--- config.mk ---
export PLATFORM = sky130hd
export DESIGN_NAME = braille_writer
export DESIGN_NICKNAME = d
export VERILOG_FILES = /design/src/rtl/braille_pkg.sv /design/src/rtl/braille_writer_btn_edge.sv /design/src/rtl/braille_writer.sv
export SDC_FILE = /design/constraint.sdc
export NUM_CORES = 1
export LEC_CHECK = 0
export CORE_UTILIZATION = 55
export CTS_CLUSTER_SIZE = 24
export DETAILED_ROUTE_END_ITERATION = 7
export PLACE_DENSITY = 0.75
export SETUP_SLACK_MARGIN = 0.4
export SYNTH_ARGS = -nofsm -noshare
export SYNTH_HDL_FRONTEND = slang
export SYNTH_SLANG_ARGS = --single-unit
--- constraint.sdc ---
create_clock -name clk -period 2.12 [get_ports clk]
set_input_delay 0.424 -clock clk [delete_from_list [all_inputs] [get_ports clk]]
set_output_delay 0.424 -clock clk [all_outputs]
set_load 0.005 [all_outputs]
--- src/rtl/braille_pkg.sv ---
// Shared definitions for the braille writer: FSM encoding and the fixed
// byte values seen on the reader link.
package braille_pkg;

    typedef enum logic [1:0] {
        EDIT   = 2'd0,
        HEADER = 2'd1,
        STREAM = 2'd2,
        GAP    = 2'd3
    } state_t;

    localparam logic [7:0] HEADER_BYTE = 8'h00;
    localparam logic [7:0] START_CODE  = 8'h17;
    localparam logic [7:0] END_CODE    = 8'h01;

endpackage

--- src/rtl/braille_writer_btn_edge.sv ---
// Two-flop synchronizer for a raw push button with a falling-edge detector;
// fall is high for one cycle, two cycles after the raw input drops.
module btn_edge (
    input  logic clk,
    input  logic reset,
    input  logic btn,
    output logic fall
);

    logic sync_q, sync_d;
    logic prev_q, prev_d;

    always_comb begin
        sync_d = btn;
        prev_d = sync_q;
    end

    always_ff @(posedge clk or negedge reset) begin
        if (!reset) begin
            sync_q <= 1'b0;
            prev_q <= 1'b0;
        end else begin
            sync_q <= sync_d;
            prev_q <= prev_d;
        end
    end

    assign fall = prev_q & ~sync_q;

endmodule

--- src/rtl/braille_writer.sv ---
// Braille cell writer: collects dot patterns from button presses into a buffer
// and streams them as a header-plus-data transfer with fully registered outputs.
module braille_writer
    import braille_pkg::*;
#(
    parameter int DEPTH = 32
) (
    input  logic       clk,
    input  logic       reset,
    input  logic [7:0] dots,
    input  logic       enter,
    input  logic       erase,
    input  logic       send,
    output logic [7:0] braille_out,
    output logic [7:0] braille_size,
    output logic       braille_valid,
    output logic [7:0] count,
    output logic       busy,
    output logic       overflow
);

    localparam int         AW      = (DEPTH > 1) ? $clog2(DEPTH) : 1;
    localparam logic [7:0] DEPTH_C = 8'(DEPTH);

    logic enter_fall, erase_fall, send_fall;

    state_t     state_q, state_d;
    logic [7:0] count_q, count_d;
    logic [7:0] rd_q, rd_d;
    logic [7:0] out_q, out_d;
    logic [7:0] size_q, size_d;
    logic       valid_q, valid_d;
    logic       busy_q, busy_d;
    logic       overflow_q, overflow_d;

    logic       wr_en;
    logic [7:0] rd_data;
    logic [7:0] buf_mem [DEPTH];

    btn_edge u_enter (.clk(clk), .reset(reset), .btn(enter), .fall(enter_fall));
    btn_edge u_erase (.clk(clk), .reset(reset), .btn(erase), .fall(erase_fall));
    btn_edge u_send  (.clk(clk), .reset(reset), .btn(send),  .fall(send_fall));

    // Buffer contents survive reset; count=0 makes stale cells unreachable.
    always_ff @(posedge clk) begin
        if (wr_en) begin
            buf_mem[count_q[AW-1:0]] <= dots;
        end
    end

    assign rd_data = buf_mem[rd_q[AW-1:0]];

    // Outputs are computed for the state being entered so they appear
    // registered in the same cycle the FSM is in that state.
    always_comb begin
        state_d    = state_q;
        count_d    = count_q;
        rd_d       = rd_q;
        out_d      = HEADER_BYTE;
        size_d     = 8'h00;
        valid_d    = 1'b0;
        busy_d     = 1'b0;
        overflow_d = 1'b0;
        wr_en      = 1'b0;

        case (state_q)
            EDIT: begin
                if (send_fall && count_q != 8'h00) begin
                    state_d = HEADER;
                    rd_d    = 8'h00;
                    valid_d = 1'b1;
                    size_d  = count_q;
                    busy_d  = 1'b1;
                end else if (enter_fall && !erase_fall) begin
                    if (count_q < DEPTH_C) begin
                        wr_en   = 1'b1;
                        count_d = count_q + 8'd1;
                    end else begin
                        overflow_d = 1'b1;
                    end
                end else if (erase_fall && !enter_fall && count_q != 8'h00) begin
                    count_d = count_q - 8'd1;
                end
            end

            HEADER: begin
                state_d = STREAM;
                valid_d = 1'b1;
                size_d  = size_q;
                busy_d  = 1'b1;
                out_d   = rd_data;
                rd_d    = rd_q + 8'd1;
            end

            // rd points at the next cell to load; reaching count ends the data.
            STREAM: begin
                busy_d = 1'b1;
                if (rd_q == count_q) begin
                    state_d = GAP;
                end else begin
                    valid_d = 1'b1;
                    size_d  = size_q;
                    out_d   = rd_data;
                    rd_d    = rd_q + 8'd1;
                end
            end

            GAP: begin
                state_d = EDIT;
                count_d = 8'h00;
                rd_d    = 8'h00;
            end

            default: begin
                state_d = EDIT;
            end
        endcase
    end

    always_ff @(posedge clk or negedge reset) begin
        if (!reset) begin
            state_q    <= EDIT;
            count_q    <= 8'h00;
            rd_q       <= 8'h00;
            out_q      <= 8'h00;
            size_q     <= 8'h00;
            valid_q    <= 1'b0;
            busy_q     <= 1'b0;
            overflow_q <= 1'b0;
        end else begin
            state_q    <= state_d;
            count_q    <= count_d;
            rd_q       <= rd_d;
            out_q      <= out_d;
            size_q     <= size_d;
            valid_q    <= valid_d;
            busy_q     <= busy_d;
            overflow_q <= overflow_d;
        end
    end

    assign braille_out   = out_q;
    assign braille_size  = size_q;
    assign braille_valid = valid_q;
    assign count         = count_q;
    assign busy          = busy_q;
    assign overflow      = overflow_q;

endmodule

==> flow_metrics.env, run 1 <==
export IMPL_critPathMaxStageDelay_ns=0.41
export IMPL_yosys_area_share_adder=0.01278
export IMPL_detail_route_antenna_nets=0
export IMPL_num_vias=7414
export IMPL_period_share=1.096
export IMPL_dieHeight_um=151.7
export IMPL_worst_slew_pin_slew_ns=0.5577
export IMPL_vdd_drop_max_uv=634.6
export IMPL_antenna_found_initial=1
export IMPL_placed_area_um2=13790
export IMPL_area_growth_pct=31.74
export IMPL_reg2reg_to="count[7]"
export IMPL_violations="setup timing"
export IMPL_crit_chain="nand2b_4 -> nor2_4 -> inv_4 -> ha_4 -> a21oi_2 -> nand4b_1 -> a41oi_2 -> o211ai_1 -> buf_4 -> nor3_1 -> a21o_1"
export IMPL_layout_drive_gt1_share=0.4509
export IMPL_fillCellCount=1136
export IMPL_hold_viol=0
export IMPL_wl_per_cell_um=28.40
export IMPL_p_per_area_nw_per_um2=1207
export IMPL_grt_usage=0.2693
export IMPL_cts_buffers=29
export IMPL_drt_iter0_drc=730
export IMPL_overflow=0
export IMPL_synthFlopType="edfxtp_1"
export IMPL_synth_seq_area_share=0.7106
export IMPL_drt_first_pass_iters=5
export IMPL_fmax_ghz=0.4303
export IMPL_status="complete, but fails checks"
export IMPL_routabilityCongestion=0.9251
export IMPL_whs_ns=0.2149
export IMPL_worst_r2r_cell_count=11
export IMPL_vias_per_cell=6.475
export IMPL_yosysWarnings=0
export IMPL_synth_edf_count=256
export IMPL_worstSkewPairLatency_ns=0.56
export IMPL_syn_area_per_cell_um2=18.24
export IMPL_route_detailed_drc=0
export IMPL_cts_sinks=299
export IMPL_critPathSlowestCell="dfrtp_1"
export IMPL_port_buffers=39
export IMPL_yosys_top_cells_area="edfxtp_1 (62%), mux4_2 (12%), dfrtp_1 (8.7%)"
export IMPL_setup_tns_ns=-6.234
export IMPL_rsz0062_at_grt="true"
export IMPL_cap_viol_max_count=0
export IMPL_netlist_instances=676
export IMPL_cts_buffer_depth=3
export IMPL_yosysUniqueCellTypes=62
export IMPL_leakagePower_nw=5.774
export IMPL_synthXorXnorAreaFrac=0.008522
export IMPL_required_ns=2.62
export IMPL_synth_compound_area_share=0.03825
export IMPL_syn_area_um2=12330
export IMPL_crit_arrival_ns=2.83
export IMPL_finalNonFillerCells=1145
export IMPL_grt_pass1_wl_um=44700
export IMPL_root_buffer="clkbuf_16"
export IMPL_dp_hpwl_um=16700
export IMPL_ys_async_sr_fraction=0.1438
export IMPL_fin_area_um2=16250
export IMPL_end_kind="flip-flop"
export IMPL_nets=867
export IMPL_die_area_um2=23030
export IMPL_place_inst=1024
export IMPL_worstReg2RegStart="u_enter.prev_d"
export IMPL_clk_pin_slew_worst_paths_ns=0.07
export IMPL_synth_top_cell_area_share=0.6233
export IMPL_synthMuxAreaShare=0.1462
export IMPL_path_max_fanout=6
export IMPL_diodes=0
export IMPL_coreArea_um2=21890
export IMPL_ys_ff_latch=299
export IMPL_setup_ws_ns=-0.2037
export IMPL_grt_max_degree=38
export IMPL_synth_simple_gate_area_frac=0.05904
export IMPL_finalCriticalPeriod_ns=2.324
export IMPL_slew_headroom=0.6274
export IMPL_synth_top_cell_by_area="edfxtp_1"
export IMPL_grt_pass1_vias=7247
export IMPL_die_w_um=151.7
export IMPL_core_rowCount=54
export IMPL_reg2reg_slack_ns=-0.20
export IMPL_hold_class="input port to async pin"
export IMPL_setup_viol=132
export IMPL_start_util=0.5634
export IMPL_maxSlewViolCount=0
export IMPL_fin_worst_skew_ns=0.02029
export IMPL_synth_top_family_by_area="multiplexers"
export IMPL_p_total_mw=19.62
export IMPL_crit_type="flip-flop to flip-flop"
export IMPL_cts_tree="done"
export IMPL_pin_count=40
export IMPL_htree_levels=1
export IMPL_syn_nets=701
export IMPL_routed_wl_um=32520
export IMPL_start_kind="flip-flop"
[routing by layer]
layer	part of all wire	GRT usage
met3	0.088	0.04581
met1	0.37	0.3619
met5	0.00040	0
met2	0.51	0.4566
met4	0.034	0.07327
[Yosys cell counts, types with 2 or more instances]
library cell	n
o221ai_1	3
nor3_1	4
buf_6	8
a22o_1	2
o21ai_0	12
nor4_2	2
mux4_2	64
buf_4	4
nor2_1	43
a21o_1	2
clkbuf_2	2
o2bb2ai_1	3
nand4b_1	2
xor2_1	10
o211ai_1	3
edfxtp_1	256
mux2i_1	35
a21oi_1	7
buf_1	6
nand2_1	27
and3_1	11
nand2b_1	3
inv_1	16
or4b_1	2
xnor2_1	2
nand3_1	19
ha_1	11
a22oi_1	16
buf_2	12
nor2b_1	10
dfrtp_1	43
nor4_1	2
nand3b_1	3
clkbuf_1	3
[how the worst max path moves through the flow]
stage	from	end	slack [ns]	cells after the start
after global routing	u_enter.prev_d	count[7]	-0.30	11
after global placement	count[5]	buf_mem[12][0]	-0.02	7
after CTS	u_erase.prev_q	count[7]	0.01	10
after detailed placement	u_send.prev_d	count[5]	-0.11	6
after floorplan	count[5]	buf_mem[13][0]	0.07	4
final	u_enter.prev_d	count[7]	-0.20	11
[metrics by stage]
step	util	setup slack [ns]
2_1_floorplan	-	0.07032
3_3_place_gp	0.6298	-0.02366
3_5_place_dp	0.6298	-0.1093
4_1_cts	0.7208	0.01359
5_1_grt	0.7422	-0.3019
6_report	0.7422	-0.2037
[worst max-delay path: cells and delay by family (launching register included)]
kind / cells / cell delay (ns)
AO/OA/AOI/OAI: 4 / 0.55
AND/OR/NAND/NOR: 4 / 0.76
buffers and inverters: 2 / 0.26
flip-flops: 1 / 0.41
adder cells (fa/ha/maj): 1 / 0.27
[final cells by class]
class                           instances  area, um^2  area share
Clock buffer                           42       815.8     0.05021
Clock inverter                         12       140.1    0.008625
Inverter                               16       62.56    0.003850
Multi-Input combinational cell        326        4159      0.2560
Sequential cell                       299        8776      0.5401
Tap cell                              280       350.3     0.02156
Timing Repair Buffer                  170        1944      0.1197
[layout by cell type, fill, tap and decap left out, types with 4 or more instances in the layout]
| master | count |
|---|---|
| clkbuf_16 | 30 |
| clkbuf_1 | 10 |
| nor2_1 | 9 |
| edfxtp_1 | 256 |
| buf_16 | 8 |
| nor2b_1 | 4 |
| clkdlybuf4s50_1 | 11 |
| buf_12 | 17 |
| nand2_1 | 13 |
| nor2b_4 | 5 |
| mux4_2 | 64 |
| mux2i_1 | 22 |
| nand2_8 | 5 |
| dfrtp_1 | 35 |
| o21ai_1 | 8 |
| ha_1 | 5 |
| a22oi_1 | 11 |
| and3_4 | 10 |
| ha_4 | 6 |
| clkinv_4 | 4 |
| a22oi_2 | 5 |
| dfrtp_2 | 7 |
| nor2_4 | 34 |
| dlymetal6s2s_1 | 19 |
| nand3_2 | 9 |
| nand2_2 | 8 |
| mux2i_2 | 11 |
| nand3_1 | 5 |
| xor2_1 | 9 |
| nand3_4 | 5 |
| inv_1 | 13 |
| buf_6 | 45 |
| buf_4 | 61 |
[timing repair]
item / 4_1_cts / 5_1_grt
hold buffers: 1 / 0
hold endpoints to repair: 43 / 0
setup buffers: 41 / 17
endpoints found under the setup margin: 310 / 316
pin swaps: 40 / 35
resized for setup: 142 / 88
cloned: 7 / 1
[cells by family after synthesis]
| kind of cell | after synthesis |
|---|---|
| AO/OA/AOI/OAI | 62 |
| flip-flops | 299 |
| adder cells (fa/ha/maj) | 12 |
| buffers and inverters | 52 |
| multiplexers | 100 |
| XOR/XNOR | 12 |
| AND/OR/NAND/NOR | 139 |
[report_power, final]
group          internal [mW]  total (mW)  switching (mW)
clock network           2.94        5.17            2.22
logic                   3.74        7.63            3.89
registers               6.62        6.81           0.192
[flip-flops by register name, indices dropped and copies added, names as in the netlist, 2 cells and up]
signal        flops
braille_out       8
braille_size      8
buf_mem         256
count             8
rd_q              8
state_q           2
Power figures use the tool's default switching activity.
==> run 2: changes to the inputs <==
--- a/config.mk
+++ b/config.mk
@@ -8,7 +8,7 @@
 export CORE_UTILIZATION = 55
 export CTS_CLUSTER_SIZE = 24
 export DETAILED_ROUTE_END_ITERATION = 7
-export PLACE_DENSITY = 0.75
+export PLACE_DENSITY = 0.73
 export SETUP_SLACK_MARGIN = 0.4
 export SYNTH_ARGS = -nofsm -noshare
 export SYNTH_HDL_FRONTEND = slang
==> constraint.sdc (replaced) <==
create_clock -name clk -period 2.3 [get_ports clk]
set_input_delay 0.46 -clock clk [delete_from_list [all_inputs] [get_ports clk]]
set_output_delay 0.46 -clock clk [all_outputs]
set_load 0.005 [all_outputs]
==> flow_metrics.env, run 2 (synthesis results as in run 1) <==
export IMPL_cts_tree="done"
export IMPL_coreArea_um2=21890
export IMPL_root_buffer="clkbuf_16"
export IMPL_pin_count=40
export IMPL_maxSlewViolCount=0
export IMPL_worst_slew_pin_slew_ns=0.8551
export IMPL_status="complete, but fails checks"
export IMPL_htree_levels=1
export IMPL_setup_viol=1
export IMPL_crit_type="flip-flop to flip-flop"
export IMPL_seqCellArea_um2=8775
export IMPL_grt_pass1_wl_um=41460
export IMPL_finalNonFillerCells=1138
export IMPL_routed_wl_um=29310
export IMPL_end_kind="flip-flop"
export IMPL_path_max_fanout=6
export IMPL_vdd_drop_max_uv=773.2
export IMPL_largest_reg_flops=256
export IMPL_dp_hpwl_um=16560
export IMPL_fillCellCount=1259
export IMPL_cts_sinks=299
export IMPL_die_w_um=151.7
export IMPL_die_area_um2=23030
export IMPL_multiInputGateArea_um2=4028
export IMPL_critPathSlowestCell="dfrtp_1"
export IMPL_drt_first_pass_iters=5
export IMPL_detail_route_antenna_nets=0
export IMPL_intPower_mw=11.80
export IMPL_critPathMaxStageDelay_ns=0.39
export IMPL_grt_pass1_vias=6996
export IMPL_worst_r2r_cell_count=10
export IMPL_p_total_mw=17.13
export IMPL_nets=862
export IMPL_cap_viol_max_count=0
export IMPL_setup_ws_ns=-0.03820
export IMPL_violations="setup timing"
export IMPL_switching_share=0.3111
export IMPL_hold_class="input port to flip-flop"
export IMPL_fin_worst_skew_ns=0.01724
export IMPL_num_vias=7064
export IMPL_hold_depth=1
export IMPL_clk_pin_slew_worst_paths_ns=0.07
export IMPL_dieHeight_um=151.7
export IMPL_wl_per_cell_um=25.76
export IMPL_p_seq_frac=0.370
export IMPL_grt_usage=0.2505
export IMPL_p_comb_frac=0.370
export IMPL_vias_per_cell=6.207
export IMPL_crit_arrival_ns=2.78
export IMPL_leakagePower_nw=5.418
export IMPL_fin_area_um2=15860
export IMPL_start_kind="flip-flop"
export IMPL_power_net_switching_mw=5.329
export IMPL_pre_cts_ws_ns=0.04391
export IMPL_min_from="send"
export IMPL_drt_iter0_drc=644
export IMPL_layout_drive_gt1_share=0.4207
export IMPL_core_rowCount=54
export IMPL_hold_viol=0
export IMPL_min_to="u_send.prev_d"
export IMPL_diodes=0
export IMPL_route_detailed_drc=0
export IMPL_reg2reg_to="count[7]"
export IMPL_clkPwrFrac=0.261
export IMPL_crit_chain="nand2b_4 -> nor2_4 -> inv_4 -> ha_4 -> a21oi_2 -> nand4b_1 -> a41oi_2 -> o211ai_1 -> a22o_1 -> a21o_1"
export IMPL_cts_buffers=28
export IMPL_start_util=0.5634
export IMPL_place_inst=1011
export IMPL_cts_buffer_depth=3
export IMPL_layout_commonest_cell="edfxtp_1"
export IMPL_finalCriticalPeriod_ns=2.338
export IMPL_required_ns=2.74
export IMPL_final_cell_mix="edfxtp_1 (256), buf_4 (68), mux4_2 (64)"
export IMPL_worstSkewPairLatency_ns=0.55
export IMPL_grt_max_degree=39
export IMPL_period_share=1.017
export IMPL_worstReg2RegStart="u_enter.prev_d"
export IMPL_p_per_area_nw_per_um2=1080
export IMPL_setup_tns_ns=-0.03820
export IMPL_area_growth_pct=28.63
export IMPL_slew_headroom=0.4287
export IMPL_placed_area_um2=13520
export IMPL_rsz0062_at_grt="true"
export IMPL_antenna_found_initial=0
export IMPL_reg2reg_slack_ns=-0.04
export IMPL_port_buffers=39
export IMPL_routabilityCongestion=0.9018
export IMPL_fmax_ghz=0.4277
export IMPL_overflow=0
==> run 2: how the worst max path moves through the flow <==
stage                         startpoint              to  slack [ns]  depth (start not counted)
final                     u_enter.prev_d        count[7]       -0.04                         10
after detailed placement  u_enter.prev_d        count[6]        0.04                         10
after floorplan                 count[5]  buf_mem[13][0]        0.25                          4
after global routing      u_enter.prev_d        count[7]       -0.08                         10
after CTS                 u_enter.prev_d        count[7]        0.16                         10
after global placement    u_enter.prev_d        count[6]        0.15                         10
==> run 2: critical path, delay by kind of cell (launching register included) <==
family	cells	cell delay, ns
DFF	1	0.39
buffers and inverters	1	0.10
and+or+nand+nor	3	0.60
adders and majority gates	1	0.28
AOI/OAI and AO/OA	5	0.86
==> run 2: through the flow <==
stage	hold WS [ns]	utilization
CTS	0.3567	0.6891
floorplan	0.1644	-
global placement	0.3666	0.6177
global route	0.3490	0.7247
finish	0.3646	0.7247
detailed placement	0.3704	0.6177
==> run 2: per-layer routing <==
layer	part of all wire	up-vias	GRT usage
met5	0	-	0
met4	0.033	0	0.07228
met3	0.073	74	0.03503
met2	0.51	353	0.4241
met1	0.38	3632	0.3411
li1	-	3005	-
==> run 2: power groups by stage <==
stage | Clock (mW) | Combinational, mW | Sequential (mW)
2_1_floorplan | 0 | 3.10 | 6.37
3_3_place_gp | 0 | 4.32 | 6.42
3_5_place_dp | 0 | 4.40 | 6.44
4_1_cts | 4.49 | 4.97 | 6.32
5_1_grt | 4.69 | 6.62 | 6.35
6_report | 4.47 | 6.34 | 6.33
==> run 2: repair_timing <==
| item | in CTS | in global routing |
|---|---|---|
| setup endpoints to repair | 293 | 287 |
| pin swaps | 20 | 39 |
| hold buffers | 1 | 0 |
| buffers inserted | 35 | 33 |
| hold endpoints to repair | 20 | 0 |
| resized for setup | 80 | 92 |
| cloned | 0 | 7 |
==> run 2: layout make-up <==
cell class / count / area share
Clock inverter: 18 / 0.009149
Inverter: 16 / 0.003944
Clock buffer: 33 / 0.04669
Sequential cell: 299 / 0.5531
Timing Repair Buffer: 167 / 0.1111
Tap cell: 280 / 0.02208
Multi-Input combinational cell: 325 / 0.2539
==> run 3: changes to the inputs <==
--- a/config.mk
+++ b/config.mk
@@ -8,7 +8,7 @@
 export CORE_UTILIZATION = 55
 export CTS_CLUSTER_SIZE = 24
 export DETAILED_ROUTE_END_ITERATION = 7
-export PLACE_DENSITY = 0.73
+export PLACE_DENSITY_LB_ADDON = 0.3
 export SETUP_SLACK_MARGIN = 0.4
 export SYNTH_ARGS = -nofsm -noshare
 export SYNTH_HDL_FRONTEND = slang
==> flow_metrics.env, run 3 (synthesis results as in run 1) <==
export IMPL_status="complete, but fails checks"
export IMPL_violations="setup timing"
export IMPL_dieHeight_um=151.7
export IMPL_port_buffers=39
export IMPL_grt_usage=0.2588
export IMPL_dp_hpwl_um=15950
export IMPL_reg2reg_slack_ns=-0.04
export IMPL_layout_commonest_cell="edfxtp_1"
export IMPL_die_w_um=151.7
export IMPL_area_growth_pct=32.11
export IMPL_placed_area_um2=13550
export IMPL_routed_wl_um=30460
export IMPL_grt_pass1_wl_um=42740
export IMPL_htree_levels=1
export IMPL_slew_headroom=0.5734
export IMPL_worstReg2RegStart="u_enter.prev_d"
export IMPL_detail_route_antenna_nets=0
export IMPL_end_kind="flip-flop"
export IMPL_start_kind="flip-flop"
export IMPL_pin_count=40
export IMPL_final_core_util=0.7443
export IMPL_cts_buffers=30
export IMPL_drt_first_pass_iters=5
export IMPL_antenna_found_initial=1
export IMPL_crit_type="flip-flop to flip-flop"
export IMPL_hold_class="input port to flip-flop"
export IMPL_setup_viol=1
export IMPL_rsz0062_at_grt="true"
export IMPL_clk_pin_slew_worst_paths_ns=0.06
export IMPL_final_cell_mix="edfxtp_1 (256), buf_4 (68), mux4_2 (64)"
export IMPL_drt_iter0_drc=558
export IMPL_start_util=0.5634
export IMPL_p_per_area_nw_per_um2=1104
export IMPL_diodes=0
export IMPL_period_share=1.016
export IMPL_place_inst=1010
export IMPL_required_ns=2.73
export IMPL_routabilityCongestion=0.8563
export IMPL_cts_sinks=299
export IMPL_fmax_ghz=0.4277
export IMPL_wl_per_cell_um=26.46
export IMPL_cts_buffer_depth=3
export IMPL_overflow=0
export IMPL_worst_slew_pin_slew_ns=0.6399
export IMPL_worstSkewPairLatency_ns=0.55
export IMPL_layout_drive_gt1_share=0.4478
export IMPL_hold_viol=0
export IMPL_maxSlewViolCount=0
export IMPL_cap_viol_max_count=0
export IMPL_grt_pass1_vias=7243
export IMPL_finalNonFillerCells=1151
export IMPL_fin_area_um2=16290
export IMPL_route_detailed_drc=0
export IMPL_setup_ws_ns=-0.03788
export IMPL_finalCriticalPeriod_ns=2.338
export IMPL_core_rowCount=54
export IMPL_largest_reg_flops=256
export IMPL_fin_worst_skew_ns=0.01073
export IMPL_crit_arrival_ns=2.77
export IMPL_crit_end="count[7]"
export IMPL_leakagePower_nw=5.591
export IMPL_num_vias=7232
export IMPL_crit_path_start="u_enter.prev_d"
export IMPL_vdd_drop_max_uv=718.9
export IMPL_cts_tree="done"
export IMPL_grt_max_degree=54
export IMPL_nets=874
export IMPL_vias_per_cell=6.283
export IMPL_coreArea_um2=21890
export IMPL_root_buffer="clkbuf_16"
export IMPL_p_total_mw=17.98
export IMPL_worst_r2r_cell_count=10
export IMPL_reg2reg_to="count[7]"
export IMPL_path_max_fanout=6
export IMPL_die_area_um2=23030
export IMPL_pre_cts_ws_ns=0.1005
## run 3: changes by cell type in the layout (fill, tap and decap cells not counted), moves of 5 or more
cell | before | now
a22oi_1 | 14 | 8
a22oi_2 | 2 | 8
buf_12 | 12 | 25
buf_16 | 1 | 6
buf_6 | 38 | 29
clkbuf_1 | 4 | 10
clkinv_1 | 5 | 0
mux2i_2 | 2 | 9
mux2i_4 | 6 | 1
nor2_2 | 3 | 9
nor2_4 | 30 | 24
## run 3: routing by layer
layer | vias up | track usage | part of all wire
met3 | 98 | 0.04072 | 0.067
met4 | 0 | 0.06287 | 0.037
met5 | - | 0 | 0
met1 | 3745 | 0.3448 | 0.38
met2 | 353 | 0.4486 | 0.52
li1 | 3036 | - | -
## run 3: how the worst min path moves through the flow
stage	from	endpoint	slack, ns	cells after the start
detailed placement	u_send.prev_d	u_send.prev_q	0.38	0
finish	erase	u_erase.prev_d	0.36	1
floorplan	reset	braille_out[0]	0.16	0
global placement	u_send.prev_d	u_send.prev_q	0.37	0
CTS	erase	u_erase.prev_d	0.35	1
global route	erase	u_erase.prev_d	0.35	1
## run 3: critical path, cell delays in order (launching register included)
cell and delay, ns:
dfrtp_1 0.38, nand2b_4 0.16, nor2_4 0.14, inv_4 0.09, ha_4 0.27, a21oi_2 0.06
nand4b_1 0.25, a41oi_2 0.23, o211ai_1 0.21, a22o_1 0.24, a21o_1 0.19
## run 3: repair_timing
action	4_1_cts	5_1_grt
endpoints found under the hold margin	14	0
gates resized for setup	86	92
endpoints found under the setup margin	288	285
pin swaps	41	40
setup buffers	54	22
hold buffers	1	0
gates cloned	7	3
## run 3: layout make-up
cell class	instances	area, um^2
inverter	16	62.56
multi-input combinational	325	4031
tap	280	350.3
timing repair buffer	177	2069
fill	1167	5598
sequential	299	8777
clock buffer	43	840.8
clock inverter	11	161.4
## run 3: report_power, final
group          total, mW  internal [mW]  switching [mW]  leakage [nW]
Combinational       6.74           3.41            3.33          2.25
Sequential          6.30           6.11           0.192          2.85
Clock               4.95           2.98            1.97         0.489
## run 3: per-stage QoR
step | setup TNS, ns | hold WS, ns
2_1_floorplan | 0 | 0.1644
6_report | -0.03788 | 0.3637
5_1_grt | -0.1477 | 0.3548
3_3_place_gp | 0 | 0.3689
4_1_cts | 0 | 0.3548
3_5_place_dp | 0 | 0.3758
